===== src/rtl/mmio_bridge_n.sv =====
// mmio_bridge_n: memory-mapped bridge from the CPU data port to NSLV slaves.
//   CPU side   : req_valid/req_ready handshake (we, addr, wdata, wstrb);
//                single-cycle rsp_valid pulse with rsp_rdata / rsp_err.
//   Slave side : one-hot slv_sel with latched we/addr/wdata/wstrb,
//                per-slave slv_ack and packed slv_rdata.
//   Status     : err_count (saturating at 255), err_addr (latest error).
// Decode is base/mask per slot, lowest index wins on overlap. A selected
// slave that does not ack within TIMEOUT cycles is released and the access
// completes with an error (TIMEOUT=0 waits forever).

// Address match for one slot.
module mmio_bridge_n_dec #(
  parameter logic [31:0] BASE = 32'h0,
  parameter logic [31:0] MASK = 32'h0
) (
  input  logic [31:0] addr,
  output logic        hit
);
  assign hit = (addr & MASK) == BASE;
endmodule

module mmio_bridge_n #(
  parameter int                  NSLV     = 5,
  parameter int                  DW       = 32,
  parameter logic [NSLV*32-1:0]  SLV_BASE = {32'hFFFFF078, 32'hFFFFF070, 32'hFFFFF060,
                                             32'hFFFFF000, 32'h00000000},
  parameter logic [NSLV*32-1:0]  SLV_MASK = {32'hFFFFFFFC, 32'hFFFFFFF8, 32'hFFFFFFF8,
                                             32'hFFFFFFF0, 32'hFFFF0000},
  parameter int                  TIMEOUT  = 15
) (
  input  logic                 cpu_clk,
  input  logic                 cpu_rst_n,
  input  logic                 req_valid,
  output logic                 req_ready,
  input  logic                 req_we,
  input  logic [31:0]          req_addr,
  input  logic [DW-1:0]        req_wdata,
  input  logic [DW/8-1:0]      req_wstrb,
  output logic                 rsp_valid,
  output logic [DW-1:0]        rsp_rdata,
  output logic                 rsp_err,
  output logic [NSLV-1:0]      slv_sel,
  output logic                 slv_we,
  output logic [31:0]          slv_addr,
  output logic [DW-1:0]        slv_wdata,
  output logic [DW/8-1:0]      slv_wstrb,
  input  logic [NSLV-1:0]      slv_ack,
  input  logic [NSLV*DW-1:0]   slv_rdata,
  output logic [7:0]           err_count,
  output logic [31:0]          err_addr
);

  // Wide enough to hold TIMEOUT-1 for any TIMEOUT, including 0.
  localparam int CW = $clog2(TIMEOUT + 2);

  typedef enum logic [1:0] {IDLE, ACCESS, RESP} state_e;

  typedef struct packed {
    logic            we;
    logic [31:0]     addr;
    logic [DW-1:0]   wdata;
    logic [DW/8-1:0] wstrb;
  } req_t;

  state_e            state_q, state_d;
  req_t              slv_q, slv_d;
  logic              req_ready_q, req_ready_d;
  logic              rsp_valid_q, rsp_valid_d;
  logic [DW-1:0]     rsp_rdata_q, rsp_rdata_d;
  logic              rsp_err_q, rsp_err_d;
  logic [NSLV-1:0]   slv_sel_q, slv_sel_d;
  logic [7:0]        err_count_q, err_count_d;
  logic [31:0]       err_addr_q, err_addr_d;
  logic [CW-1:0]     wait_q, wait_d;

  logic [NSLV-1:0]   hit, hit_lo;
  logic [DW-1:0]     rd_mux;
  logic              ack_hit, tmo;

  // Per-slot decoders on the incoming request address.
  for (genvar i = 0; i < NSLV; i++) begin : g_dec
    mmio_bridge_n_dec #(
      .BASE (SLV_BASE[32*i +: 32]),
      .MASK (SLV_MASK[32*i +: 32])
    ) u_dec (
      .addr (req_addr),
      .hit  (hit[i])
    );
  end

  // Isolate the lowest set bit: lowest-index slot wins on overlap.
  assign hit_lo = hit & (~hit + NSLV'(1));

  always_comb begin
    rd_mux = '0;
    for (int i = 0; i < NSLV; i++)
      if (slv_sel_q[i]) rd_mux = slv_rdata[i*DW +: DW];
  end

  // Only the selected slave's ack counts; an ack beats a same-cycle timeout.
  assign ack_hit = (state_q == ACCESS) && |(slv_ack & slv_sel_q);
  assign tmo     = (TIMEOUT != 0) && (state_q == ACCESS) && !ack_hit &&
                   (wait_q == CW'(TIMEOUT - 1));

  // State register
  always_ff @(posedge cpu_clk) begin
    if (!cpu_rst_n) state_q <= IDLE;
    else            state_q <= state_d;
  end

  // Next state
  always_comb begin
    state_d = state_q;
    case (state_q)
      IDLE:    if (req_valid) state_d = (|hit) ? ACCESS : RESP;
      ACCESS:  if (ack_hit || tmo) state_d = RESP;
      RESP:    state_d = IDLE;
      default: state_d = IDLE;
    endcase
  end

  // Outputs (next values of the registered outputs)
  always_comb begin
    slv_d       = slv_q;
    slv_sel_d   = slv_sel_q;
    rsp_rdata_d = rsp_rdata_q;
    rsp_err_d   = rsp_err_q;
    err_count_d = err_count_q;
    err_addr_d  = err_addr_q;
    wait_d      = wait_q;
    req_ready_d = (state_d == IDLE);
    rsp_valid_d = (state_d == RESP);
    case (state_q)
      IDLE: begin
        if (req_valid) begin
          slv_d.we    = req_we;
          slv_d.addr  = req_addr;
          slv_d.wdata = req_wdata;
          slv_d.wstrb = req_wstrb;
          wait_d      = '0;
          if (|hit) begin
            slv_sel_d = hit_lo;
          end else begin
            rsp_err_d   = 1'b1;
            rsp_rdata_d = '0;
            err_count_d = (err_count_q == 8'hFF) ? err_count_q : err_count_q + 8'd1;
            err_addr_d  = req_addr;
          end
        end
      end
      ACCESS: begin
        if (ack_hit) begin
          slv_sel_d   = '0;
          rsp_rdata_d = slv_q.we ? '0 : rd_mux;
          rsp_err_d   = 1'b0;
        end else if (tmo) begin
          slv_sel_d   = '0;
          rsp_rdata_d = '0;
          rsp_err_d   = 1'b1;
          err_count_d = (err_count_q == 8'hFF) ? err_count_q : err_count_q + 8'd1;
          err_addr_d  = slv_q.addr;
        end else begin
          wait_d = wait_q + CW'(1);
        end
      end
      default: ;
    endcase
  end

  always_ff @(posedge cpu_clk) begin
    if (!cpu_rst_n) begin
      slv_q       <= '0;
      slv_sel_q   <= '0;
      req_ready_q <= 1'b1;
      rsp_valid_q <= 1'b0;
      rsp_rdata_q <= '0;
      rsp_err_q   <= 1'b0;
      err_count_q <= '0;
      err_addr_q  <= '0;
      wait_q      <= '0;
    end else begin
      slv_q       <= slv_d;
      slv_sel_q   <= slv_sel_d;
      req_ready_q <= req_ready_d;
      rsp_valid_q <= rsp_valid_d;
      rsp_rdata_q <= rsp_rdata_d;
      rsp_err_q   <= rsp_err_d;
      err_count_q <= err_count_d;
      err_addr_q  <= err_addr_d;
      wait_q      <= wait_d;
    end
  end

  assign req_ready = req_ready_q;
  assign rsp_valid = rsp_valid_q;
  assign rsp_rdata = rsp_rdata_q;
  assign rsp_err   = rsp_err_q;
  assign slv_sel   = slv_sel_q;
  assign slv_we    = slv_q.we;
  assign slv_addr  = slv_q.addr;
  assign slv_wdata = slv_q.wdata;
  assign slv_wstrb = slv_q.wstrb;
  assign err_count = err_count_q;
  assign err_addr  = err_addr_q;

endmodule


===== config.mk =====
export PLATFORM = sky130hd
export DESIGN_NAME = mmio_bridge_n
export DESIGN_NICKNAME = d
export VERILOG_FILES = /design/src/rtl/mmio_bridge_n.sv
export SDC_FILE = /design/constraint.sdc
export NUM_CORES = 1
export LEC_CHECK = 0
export ABC_CLOCK_PERIOD_IN_PS = 6400
export CORE_AREA = 3 3 148 150
export CTS_CLUSTER_SIZE = 20
export DETAILED_ROUTE_END_ITERATION = 8
export DIE_AREA = 0 0 151 153
export PLACE_DENSITY_LB_ADDON = 0.1
export SKIP_LAST_GASP = 1
export SLEW_MARGIN = 20
export SYNTH_ARGS = -nofsm -noshare
export SYNTH_HDL_FRONTEND = slang
export SYNTH_SLANG_ARGS = --single-unit

===== constraint.sdc =====
create_clock -name cpu_clk -period 6.4 [get_ports cpu_clk]
set_input_delay 0.96 -clock cpu_clk [delete_from_list [all_inputs] [get_ports cpu_clk]]
set_output_delay 0.96 -clock cpu_clk [all_outputs]
set_load 0.1 [all_outputs]

==> impl_summary.md, run 1 <==
Global route
The first global-routing pass estimated 42.95 mm of wire. The initial antenna violation count is 1. The final global-route overflow total is 0. Across every metal layer, demand over resource in global routing totals 23.63%. Entering global routing, the biggest net connects 84 pins.

The number of global-route vias before repair is 7493.

Clock network
The number of sinks driven by the clock tree is roughly 160. The later-pin clock latency in the skew report is about 0.42 ns. The total clock buffers created by CTS is 17.

The number of hold buffers added after CTS was 0. After clock tree synthesis, the clock-pin slew on the worst setup and hold paths is 0.06 ns. The deepest clock path buffer count is 2. TritonCTS built the clock tree.

The tree is rooted in a sky130_fd_sc_hd__clkbuf_16. The deepest level of the CTS H-tree is 4. The post-cts sizing count is 0. The count of buffers added by post-CTS timing repair for setup is 0.

Setup path
The endpoint arrival time on the critical path is 2.71 ns. The highest net fanout along the worst path is 53. The worst flop-to-flop path startpoint is state_q[1]$_SDFF_PN0_. The most critical setup path has its startpoint at slv_sel[3]$_SDFFE_PN0P_.

The kind of end point of the critical path is a primary output. Measured in cells, the most critical reg-to-reg path has a length of 5. The kind of critical path is register to primary output. The endpoint identified for the worst register-to-register timing path is err_count[6]$_SDFFE_PN0P_. At the worst endpoint, the required time is roughly 5.4 ns.

The nature of the critical path startpoint is a register. In this run the register-to-register setup slack is 3.34 ns.

Placement
The post-placement cell count is 1518. The final RePlAce weighted congestion is 0.8228. In this run the tool buffered the top-level ports with between 300 and 400 buffer cells.

Detailed placement finished with a half-perimeter wire length of 20.62 mm.

Floorplanning
The floorplan step defined a die boundary enclosing 23100 um2. From left edge to right edge, the die measures 151 um. The placeable core area is around 21000 um2.

The number of rows in the core area is 53. The overall die height is about 150 um. For this design the top-level I/O count stands at 386. The effective utilization at floorplan is roughly 35%.

Routing
The via-per-instance ratio is 5.086. The total length of routed wires is 28.42 mm. The number of DRC markers in iteration 0 is ~310.

In the routed design, unresolved DRC markers number 0. The post-detailed-route count of antenna-violating nets is 0. The detailed-router iteration count before antenna repair is 4. After detailed routing, the average wire length per cell comes to around 18 um.

The routed layout has 7883 vias.

STA
The slew at the pin closest to its max-slew limit is 1.122 ns. The number of max-slew violations in the final report is 0. Based on the critical path, the design can be clocked at up to ~270 MHz.

The worst-case clock skew is 0.01579 ns. In the finished design, the share of the clock period the worst path needs comes to 57.37%. The number of hold violations in the final report is 0. Subtracting the final worst setup slack from the clock period gives 3.672 ns. Setup repair after global routing left no endpoint under its margin. The number of failing setup endpoints in the final timing report is 0. After routing, the total negative slack on setup checks comes to 0 ns. The headroom to the max-slew limit is 24.95%.

Synth
The post-synthesis area per instance is ~7.9 um2. The number of instances in the synthesized netlist is 930. The number of flops mapped to enable cells by yosys is 0. The number of warning messages in the yosys log is 0. Sorting the synthesized cells by area gives the leading types as sky130_fd_sc_hd__dfxtp_1, sky130_fd_sc_hd__nand2_1, sky130_fd_sc_hd__a21oi_1. The async set or reset register ratio after synthesis is 0%. The post-synthesis sequential element count is between 150 and 200. The sequential fraction of the synthesis area is around 42%. The number of library cell types mapped by synthesis is 48. The portion of synthesized cell area occupied by the leading cell type is 42.25%. The number of nets produced by synthesis is between 1000 and 1500. Summing every instance area after synthesis gives 7391 um2.

The dominant register cell in the synthesized netlist is sky130_fd_sc_hd__dfxtp_1. The largest total area in the synthesized netlist belongs to sky130_fd_sc_hd__dfxtp_1.

Layout
The final net count is 1502. The repair_antennas step left the layout with diodes totalling 0. The post-layout instance count excluding filler cells is 1550. Relative to the synthesized area, the layout overhead comes to 60.96%. The fraction of layout cells with a size suffix above 1 is 6.667%. The count of fill cells added during filler insertion is 1981.

Min path
The cell count of the worst hold path is 2. In this run the most critical hold path is launched from slv_wdata[15]$_SDFFE_PN0P_. The path with the worst hold slack has its endpoint at slv_wdata[15]$_SDFFE_PN0P_. The path class of the tightest hold or removal check is register to register.

Power and ir drop
Power spread over the standard cell area amounts to 229.0 nW/um2. The static leakage is 4.252 nW. The peak supply drop is around 0.00022 V.

Job
The number of violations of the max-capacitance limit is 0.

Status
The run finished with clean final reports.
==> layer usage <==
layer	vias up	wire (um)	global-route usage (%)
met3	26	2696	9.013
met1	3661	11240	28.18
met5	-	13	0
li1	3940	-	-
met2	254	13950	40.07
met4	2	525	5.613
==> power breakdown <==
part | leakage [nW] | internal (W) | switching [W]
logic | 2.71 | 0.000240 | 0.000465
clock network | 0.264 | 0.000545 | 0.000431
registers | 1.28 | 0.00102 | 0.0000260
==> worst max-delay path by stage <==
| stage | end | slack [ns] |
|---|---|---|
| floorplan | err_addr[10]$_SDFFE_PN0P_ | 3.74 |
| global placement | rsp_rdata[10]$_SDFFE_PN0P_ | 2.38 |
| detailed placement | rsp_rdata[10]$_SDFFE_PN0P_ | 2.31 |
| CTS | slv_sel[3] | 2.71 |
| global route | slv_sel[3] | 2.60 |
| finish | slv_sel[3] | 2.73 |
==> synthesized netlist by cell type (2+ instances only) <==
| library cell | count |
|---|---|
| sky130_fd_sc_hd__a21boi_0 | 21 |
| sky130_fd_sc_hd__a21oi_1 | 86 |
| sky130_fd_sc_hd__a221oi_1 | 32 |
| sky130_fd_sc_hd__a22o_1 | 32 |
| sky130_fd_sc_hd__a22oi_1 | 2 |
| sky130_fd_sc_hd__a311oi_1 | 5 |
| sky130_fd_sc_hd__a311oi_2 | 27 |
| sky130_fd_sc_hd__and2_1 | 5 |
| sky130_fd_sc_hd__and3_1 | 5 |
| sky130_fd_sc_hd__buf_2 | 2 |
| sky130_fd_sc_hd__buf_6 | 8 |
| sky130_fd_sc_hd__clkbuf_1 | 72 |
| sky130_fd_sc_hd__dfxtp_1 | 156 |
| sky130_fd_sc_hd__ha_1 | 3 |
| sky130_fd_sc_hd__inv_1 | 2 |
| sky130_fd_sc_hd__mux2i_1 | 5 |
| sky130_fd_sc_hd__nand2_1 | 261 |
| sky130_fd_sc_hd__nand2b_1 | 4 |
| sky130_fd_sc_hd__nand3_1 | 3 |
| sky130_fd_sc_hd__nand3b_1 | 2 |
| sky130_fd_sc_hd__nand4_1 | 8 |
| sky130_fd_sc_hd__nand4b_1 | 4 |
| sky130_fd_sc_hd__nor2_1 | 47 |
| sky130_fd_sc_hd__nor2b_1 | 34 |
| sky130_fd_sc_hd__nor3_1 | 38 |
| sky130_fd_sc_hd__nor4_1 | 6 |
| sky130_fd_sc_hd__o211a_1 | 2 |
| sky130_fd_sc_hd__o21ai_0 | 34 |
| sky130_fd_sc_hd__o21ai_1 | 2 |
| sky130_fd_sc_hd__o31ai_1 | 2 |
| sky130_fd_sc_hd__xor2_1 | 3 |
==> per-stage QoR <==
step                      instance area (um2)  utilization (%)  setup slack [ns]  hold WS, ns  power [W]
after floorplan                          7391                -             3.738       0.4704   0.001502
after global placement                  11330            54.42             2.375       0.4408   0.001769
after detailed placement                11330            54.42             2.314       0.4457   0.001773
after CTS                               11900            57.13             2.707       0.4554   0.002755
after global routing                    11900            57.13             2.602       0.4726   0.002833
final                                   11900            57.13             2.728       0.4532   0.002724
==> cells in the final DEF (no fill, tap or decap), drive strengths merged, types with 2 or more instances in the layout <==
master	count
clkdlybuf4s50	385
nand2	261
dfxtp	156
a21oi	86
nor2	47
nor3	38
o21ai	37
nor2b	34
a221oi	32
a22o	32
a311oi	32
a21boi	21
clkbuf	19
buf	10
nand4	8
inv	8
nor4	7
and3	5
mux2i	5
and2	5
nand4b	4
clkinvlp	4
nand2b	4
nand3	3
xor2	3
ha	3
clkinv	3
a22oi	2
o31ai	2
nand3b	2
o211a	2
==> worst max-delay path: stages (launching register included) <==
cell and delay [ns]:
sky130_fd_sc_hd__dfxtp_2 0.52, sky130_fd_sc_hd__buf_4 0.51, sky130_fd_sc_hd__clkdlybuf4s50_1 1.23
==> final cells by class <==
cell class / count / area [um2] / area share (%)
clock buffers: 19 / 432.9 / 3.639
inverters: 3 / 12.51 / 0.1052
flip-flops and latches: 156 / 3127 / 26.28
well taps: 275 / 344.1 / 2.892
clock inverters: 13 / 132.6 / 1.115
repair buffers: 395 / 3929 / 33.02
multi-input cells: 689 / 3919 / 32.94
==> state kept, by name, indices dropped and copies added, names as in the netlist <==
signal     count
err_count      8
rsp_err        1
slv_wdata     32
slv_addr      32
rsp_valid      1
wait_q         5
req_ready      1
state_q        2
slv_wstrb      4
slv_sel        5
err_addr      32
rsp_rdata     32
slv_we         1
==> cell families after synthesis <==
kind of cell | after synthesis | share of synthesized area [%]
compound gates | 255 | 25.90
xor+xnor | 3 | 0.3556
fa+ha+maj | 3 | 0.5079
buf+inv | 85 | 5.163
flops | 156 | 42.26
mux | 6 | 0.8295
simple gates | 422 | 24.99
(Power assumes the default switching activity.)
==> run 2: changes to the inputs <==
--- a/config.mk
+++ b/config.mk
@@ -5,11 +5,11 @@
 export SDC_FILE = /design/constraint.sdc
 export NUM_CORES = 1
 export LEC_CHECK = 0
-export ABC_CLOCK_PERIOD_IN_PS = 6400
-export CORE_AREA = 3 3 148 150
+export ABC_CLOCK_PERIOD_IN_PS = 3400
+export CORE_AREA = 3 3 149 151
 export CTS_CLUSTER_SIZE = 20
 export DETAILED_ROUTE_END_ITERATION = 8
-export DIE_AREA = 0 0 151 153
+export DIE_AREA = 0 0 152 154
 export PLACE_DENSITY_LB_ADDON = 0.1
 export SKIP_LAST_GASP = 1
 export SLEW_MARGIN = 20
==> constraint.sdc (replaced) <==
create_clock -name cpu_clk -period 3.4 [get_ports cpu_clk]
set_input_delay 0.51 -clock cpu_clk [delete_from_list [all_inputs] [get_ports cpu_clk]]
set_output_delay 0.51 -clock cpu_clk [all_outputs]
set_load 0.1 [all_outputs]
==> run 2 against run 1 <==
Effect of this change:
- sequential share of layout area is 0.16 points lower
- clock power is 100% higher
- combinational power grew 90%
- wire length rose by 0.40%
- largest cell class unchanged
- largest power group unchanged
- highest routed layer is now met4
==> impl_summary.md, run 2 (synthesis gave the netlist of run 1 again) <==
STA
The number of max-slew violations in the final report came to 0. The number of hold violations in the final report came to 0. The worst-case clock skew is ~0.015 ns. The number of failing setup endpoints in the final timing report is 0. The clock period minus final worst setup slack is 2.583 ns. The slew at the pin closest to its max-slew limit is 1.036 ns. Setup repair after global routing left no endpoint under its margin. The period utilization is 75.96%. The setup total negative slack is 0 ns. The achievable clock frequency is 387.2 MHz.

The headroom to the max-slew limit is between 30% and 40%.

Job
Across the run, the number of max-cap violations was 0.

Setup path
The number of cells traversed by the worst register-to-register path is 7. The kind of critical path is primary input to register. In this run the worst path has a maximum fanout of 30.

The nature of the critical path startpoint is a primary input. Data on the critical path arrives at its endpoint at 2.91 ns. For the worst setup path, the data required time is 3.72 ns. The kind of end point of the critical path is a register.

Layout
The layout has slightly below 2000 filler cells. Once layout is complete, the utilization of the core stands at 57.11%. The final layout contains 1510 nets.

The leading cell type in the layout, fill and taps excluded is sky130_fd_sc_hd__clkdlybuf4s50_1. The multi-input combinational cells in the finished layout cover a total of 3916 um2. The fraction of layout cells with a size suffix above 1 is 9.041%. The sequential cells in the finished layout cover a total of 3127 um2. The area growth from synthesis to layout is 61.93%. In the layout the commonest cells are sky130_fd_sc_hd__clkdlybuf4s50_1, sky130_fd_sc_hd__nand2_1, sky130_fd_sc_hd__dfxtp_1, sky130_fd_sc_hd__a21oi_1, sky130_fd_sc_hd__nor2_1.

Placement
The final RePlAce weighted congestion is 0.8745. After legalization and detailed placement, the total HPWL measured 21.11 mm. Port buffering added 385 buffers.

Floorplanning
During I/O placement, the number of pins put on the boundary was 386. The die is 154 um tall. The number of rows in the core area is 53.

The placeable core area is 20960 um2. The horizontal die dimension is between 150 and 200 um. The full die area is 23410 um2. The effective utilization at floorplan is 35.27%.

Clock network
The later-pin clock latency in the skew report is 0.42 ns. TritonCTS built the clock tree. The post-cts sizing count is 0. The root cell of the clock tree is sky130_fd_sc_hd__clkbuf_16. The count of buffers added by post-CTS timing repair for setup is 0. Counting every sink on the clock net gives roughly 160. The number of clock buffers added by TritonCTS is 17. In this run the deepest clock path goes through 2 buffers. Clock-pin slew was measured on the worst setup and hold paths at 0.07 ns. The number of hold buffers added after CTS was 0. The deepest level of the CTS H-tree is 4.

Global route
Global routing consumed, over all layers together, 23.36% of the routing resources. After global routing the overflow that remains totals 0. The pin count of the biggest net entering global routing is 72. The first global-routing pass estimated roughly 44 mm of wire. The number of global-route vias before repair is 7688. The initial antenna violation count is 1.

Power and ir drop
IR analysis of the VDD net gives a maximum drop of 0.0003325 V. Summed over all cells, the static leakage comes to approximately 4.4 nW. Dividing total power by cell area gives a power density of 440.2 nW/um2.

Min path
The cell count of the worst hold path is 2. The class of the tightest hold or removal check is register to register.

Routing
The via count is 7939. The number of DRC markers in iteration 0 is 515. The first TritonRoute pass finished after 5 iterations. Wires add up to 28.54 mm.

In this run the remaining antenna-violating nets after routing total 0. In the final routed layout, each cell accounts on average for 18.31 um. After detailed routing, the number of vias per cell comes to 5.092. The remaining design rule violation count is 0.

Status
The run finished with clean final reports.
run 2: changes by cell type in the layout (fill, tap and decap cells not counted), moves of 2 or more:
cell,delta
sky130_fd_sc_hd__buf_12,+2
sky130_fd_sc_hd__buf_4,+29
sky130_fd_sc_hd__clkbuf_1,-2
sky130_fd_sc_hd__clkbuf_8,+2
sky130_fd_sc_hd__clkdlybuf4s50_1,-23
sky130_fd_sc_hd__clkinv_4,+2
sky130_fd_sc_hd__clkinvlp_4,-2
run 2: area by class of cell:
type | count | share of cell area, %
multi-input cells | 689 | 32.72
clock buffers | 19 | 3.785
diodes | 1 | 0.02091
flip-flops and latches | 156 | 26.13
repair buffers | 403 | 33.06
well taps | 275 | 2.875
inverters | 3 | 0.1045
clock inverters | 13 | 1.307
run 2: path summary, 6_finish.rpt:
kind | startpoint | endpoint | slack, ns
max reg2reg | slv_sel[0]$_SDFFE_PN0P_ | rsp_rdata[1]$_SDFFE_PN0P_ | 1.04
min reg2reg | slv_wdata[18]$_SDFFE_PN0P_ | slv_wdata[18]$_SDFFE_PN0P_ | 0.45
max | req_addr[7] | err_addr[3]$_SDFFE_PN0P_ | 0.82
min | slv_wdata[18]$_SDFFE_PN0P_ | slv_wdata[18]$_SDFFE_PN0P_ | 0.45
run 2: metal layers:
layer	vias to the layer above	global-route usage [%]	routed length, um
li1	3955	-	-
met1	3697	28.18	11790
met2	253	38.84	13880
met3	34	8.753	2269
met4	0	7.192	600
met5	-	0	0
run 2: power by group:
part / internal [W] / total [W] / switching [W] / leakage (nW)
clock: 0.00114 / 0.00196 / 0.000823 / 0.293
combinational: 0.000459 / 0.00134 / 0.000878 / 2.81
sequential: 0.00191 / 0.00197 / 0.0000541 / 1.28
run 2: worst max-delay path, cell delays in order:
cell                              delay (ns)
sky130_fd_sc_hd__clkdlybuf4s50_1        0.44
sky130_fd_sc_hd__or4b_1                 0.60
sky130_fd_sc_hd__nor4_2                 0.31
sky130_fd_sc_hd__o2111ai_1              0.19
sky130_fd_sc_hd__o311a_4                0.31
sky130_fd_sc_hd__buf_4                  0.28
sky130_fd_sc_hd__a311oi_1               0.25
run 2: through the flow:
stage,total power (W),hold slack [ns],std cells,setup WS (ns),instance area (um2)
floorplan,0.002828,0.4704,930,0.9876,7391
global placement,0.003343,0.4404,1526,0.4380,11360
detailed placement,0.003350,0.4457,1526,0.3873,11360
CTS,0.005327,0.4554,1558,0.8241,11970
global route,0.005465,0.4776,1559,0.6451,11970
finish,0.005268,0.4534,1559,0.8173,11970
==> run 3: changes to the inputs <==
--- a/config.mk
+++ b/config.mk
@@ -5,7 +5,7 @@
 export SDC_FILE = /design/constraint.sdc
 export NUM_CORES = 1
 export LEC_CHECK = 0
-export ABC_CLOCK_PERIOD_IN_PS = 3400
+export ABC_CLOCK_PERIOD_IN_PS = 2520
 export CORE_AREA = 3 3 149 151
 export CTS_CLUSTER_SIZE = 20
 export DETAILED_ROUTE_END_ITERATION = 8
==> constraint.sdc (replaced) <==
create_clock -name cpu_clk -period 2.52 [get_ports cpu_clk]
set_input_delay 0.378 -clock cpu_clk [delete_from_list [all_inputs] [get_ports cpu_clk]]
set_output_delay 0.378 -clock cpu_clk [all_outputs]
set_load 0.1 [all_outputs]
==> run 3 against run 2 <==
Effect of this change:
- total power increased by 36%
- wire length is 0.70% higher
- worst hold slack better by 0.0013 ns
- sequential share of layout area hardly changed
- highest routed layer is now met5
- critical endpoint is now rsp_rdata[8]$_SDFFE_PN0P_
- first-iteration DRC count decreased by 0.97%
==> impl_summary.md, run 3 (synthesis gave the netlist of run 1 again) <==
Status
The run finished with clean final reports.

Floorplanning
For this configuration, the core starts out at a cell density of 35.27%. The horizontal die dimension is 152 um. The I/O pin count is about 390.

The full die area is 23410 um2. After floorplanning, the core was sized to cover between 20000 and 25000 um2. The die is 154 um tall. The initialized floorplan defines 53 standard-cell rows.

Clock network
The clock reaches the later pin of the worst-skew pair after between 0.4 and 0.5 ns. The root cell of the clock tree is sky130_fd_sc_hd__clkbuf_16. The H-tree was split into 4 levels. The number of sinks driven by the clock tree is 156.

TritonCTS built the clock tree. The deepest clock path buffer count is 2. The hold buffer count at cts is 0.

Buffers inserted during clock tree synthesis total 17. In this run the post-CTS setup repair buffer count came out at 0. Clock-pin slew was measured on the worst setup and hold paths at ~0.070 ns.

STA
The number of failing setup endpoints in the final timing report is 0. The period utilization is approximately 90%. In the post-route analysis, the smallest setup slack over all paths is 0.2487 ns.

The number of hold violations in the final report is 0. Clock skew on the completed layout was measured at 0.01155 ns. The headroom to the max-slew limit is 53.58%. Hold is met by 0.4547 ns. Setup repair after global routing left no endpoint under its margin. The slew at the pin closest to its max-slew limit is 0.6963 ns. The number of max-slew violations in the final report is 0. The achievable clock frequency is 440.3 MHz. The clock period minus final worst setup slack is 2.271 ns.

Routing
For this block, the routed nets add up to 28.74 mm of wire. The mean routed wirelength per cell is 18.19 um. In the routed design, unresolved DRC markers number 0. The detailed-router iteration count before antenna repair is 5.

The detail route stage leaves a number of antenna-violating nets equal to 0. Using the TritonRoute via totals, the vias-per-cell ratio works out to 5.056. The number of DRC markers in iteration 0 is 510. The via count is 7989.

Placement
The detailed placement HPWL is between 20 and 25 mm. The final RePlAce weighted congestion is 0.8548. The post-placement cell count is 1548. The placed instance area is roughly 11000 um2. During placement, the flow inserted port buffers numbering 385. The worst slack after detailed placement is -0.2188 ns.

Setup path
The number of buffer and inverter stages on the critical path is 2. The slowest library cell on the worst path is sky130_fd_sc_hd__or4b_1. The endpoint arrival time on the critical path is 2.63 ns. The worst stage delay on the critical path is a little under 0.6 ns.

STA classifies the critical path endpoint as a register. STA puts the critical path data required time at 2.88 ns. The worst setup path is launched from a primary input.

In this run the worst path has a maximum fanout of 32. The setup path with the least slack is of type primary input to register. The critical path goes through clkdlybuf4s50_1, or4b_1, nor4_2, nand2_1, o21ai_2, o211a_1, buf_12, a22o_1. The cell family contributing the most delay on the critical path is simple AND/OR/NAND/NOR gates.

Global route
The number of global-route vias before repair came to 7618. The wire length of the first global-routing pass is 43.46 mm. Global routing finished with a remaining overflow of 0. Entering global routing, the biggest net connects 72 pins. In the global route stage, overall resource usage came out at a little under a quarter. The initial antenna violation count is 2.

Power and ir drop
Across the VDD grid, the largest voltage drop is roughly 0.00048 V. The power density over the cells is around 600 nW/um2. The analysis attributes to cell leakage a power of 4.751 nW.

Job
The number of violations of the max-capacitance limit is 0.

Layout
The post-synthesis to final-layout area growth is 61.77%. The antenna cell count is 0. After routing the design area is 11960 um2. The library cells used most frequently in the layout, excluding fill and tap cells, are sky130_fd_sc_hd__nand2_1, sky130_fd_sc_hd__clkdlybuf4s50_1, sky130_fd_sc_hd__buf_4, sky130_fd_sc_hd__dfxtp_1, sky130_fd_sc_hd__a21oi_1. The final net count is roughly 1500. After filler insertion, the fill cell instance count of the layout stands at 1952. The fraction of layout cells with a size suffix above 1 is 20.08%. Leaving out fill and tap cells, the most frequent cell in the layout is sky130_fd_sc_hd__nand2_1. The post-layout instance count excluding filler cells is 1580.

Min path
The worst hold path belongs to the class register to register.
run 3: metrics by stage:
stage	setup TNS, ns	util, %	total power, W
6_report	0	57.06	0.007160
5_1_grt	0	57.06	0.007441
4_1_cts	0	57.03	0.007243
3_5_place_dp	-12.56	54.07	0.004524
3_3_place_gp	-9.955	54.07	0.004510
2_1_floorplan	0	-	0.003815
run 3: timing repair:
item | CTS | global route
endpoints found under the setup margin | 0 | 6
gates resized for setup | 0 | 1
hold endpoints to repair | 0 | 0
run 3: worst paths after layout:
kind	startpoint	endpoint	slack (ns)	depth (start not counted)
max reg2reg	slv_sel[0]$_SDFFE_PN0P_	rsp_rdata[20]$_SDFFE_PN0P_	0.42	7
min	slv_wdata[31]$_SDFFE_PN0P_	slv_wdata[31]$_SDFFE_PN0P_	0.45	2
max	req_addr[7]	rsp_rdata[8]$_SDFFE_PN0P_	0.25	8
min reg2reg	slv_wdata[31]$_SDFFE_PN0P_	slv_wdata[31]$_SDFFE_PN0P_	0.45	2
run 3: final cells by class:
type | count | area, um2 | share of cell area, %
inverters | 3 | 12.51 | 0.1046
well taps | 275 | 344.1 | 2.878
clock buffers | 21 | 460.4 | 3.851
multi-input cells | 689 | 3921 | 32.80
clock inverters | 11 | 160.2 | 1.339
repair buffers | 425 | 3931 | 32.88
flip-flops and latches | 156 | 3127 | 26.15
run 3: worst reg2reg max path: cells and delay by family, from the launching register on:
family	cells	cell delay (ns)
and+or+nand+nor	2	0.73
AOI/OAI and AO/OA	4	0.60
DFF	1	0.40
buffers and inverters	1	0.32
run 3: where the power goes:
group,leakage (nW),internal (W),switching [W],total (W)
clock,0.296,0.00163,0.00107,0.00270
combinational,3.18,0.000615,0.00119,0.00181
sequential,1.28,0.00258,0.0000734,0.00265
total,4.75,0.00483,0.00233,0.00716
run 3: layer usage:
| layer | share of wire, % | vias to the layer above | GRT usage (%) |
|---|---|---|---|
| li1 | - | 4006 | - |
| met1 | 41 | 3674 | 27.47 |
| met2 | 49 | 260 | 38.61 |
| met3 | 7.9 | 45 | 9.063 |
| met4 | 2.4 | 4 | 7.791 |
| met5 | 0.087 | - | 0 |
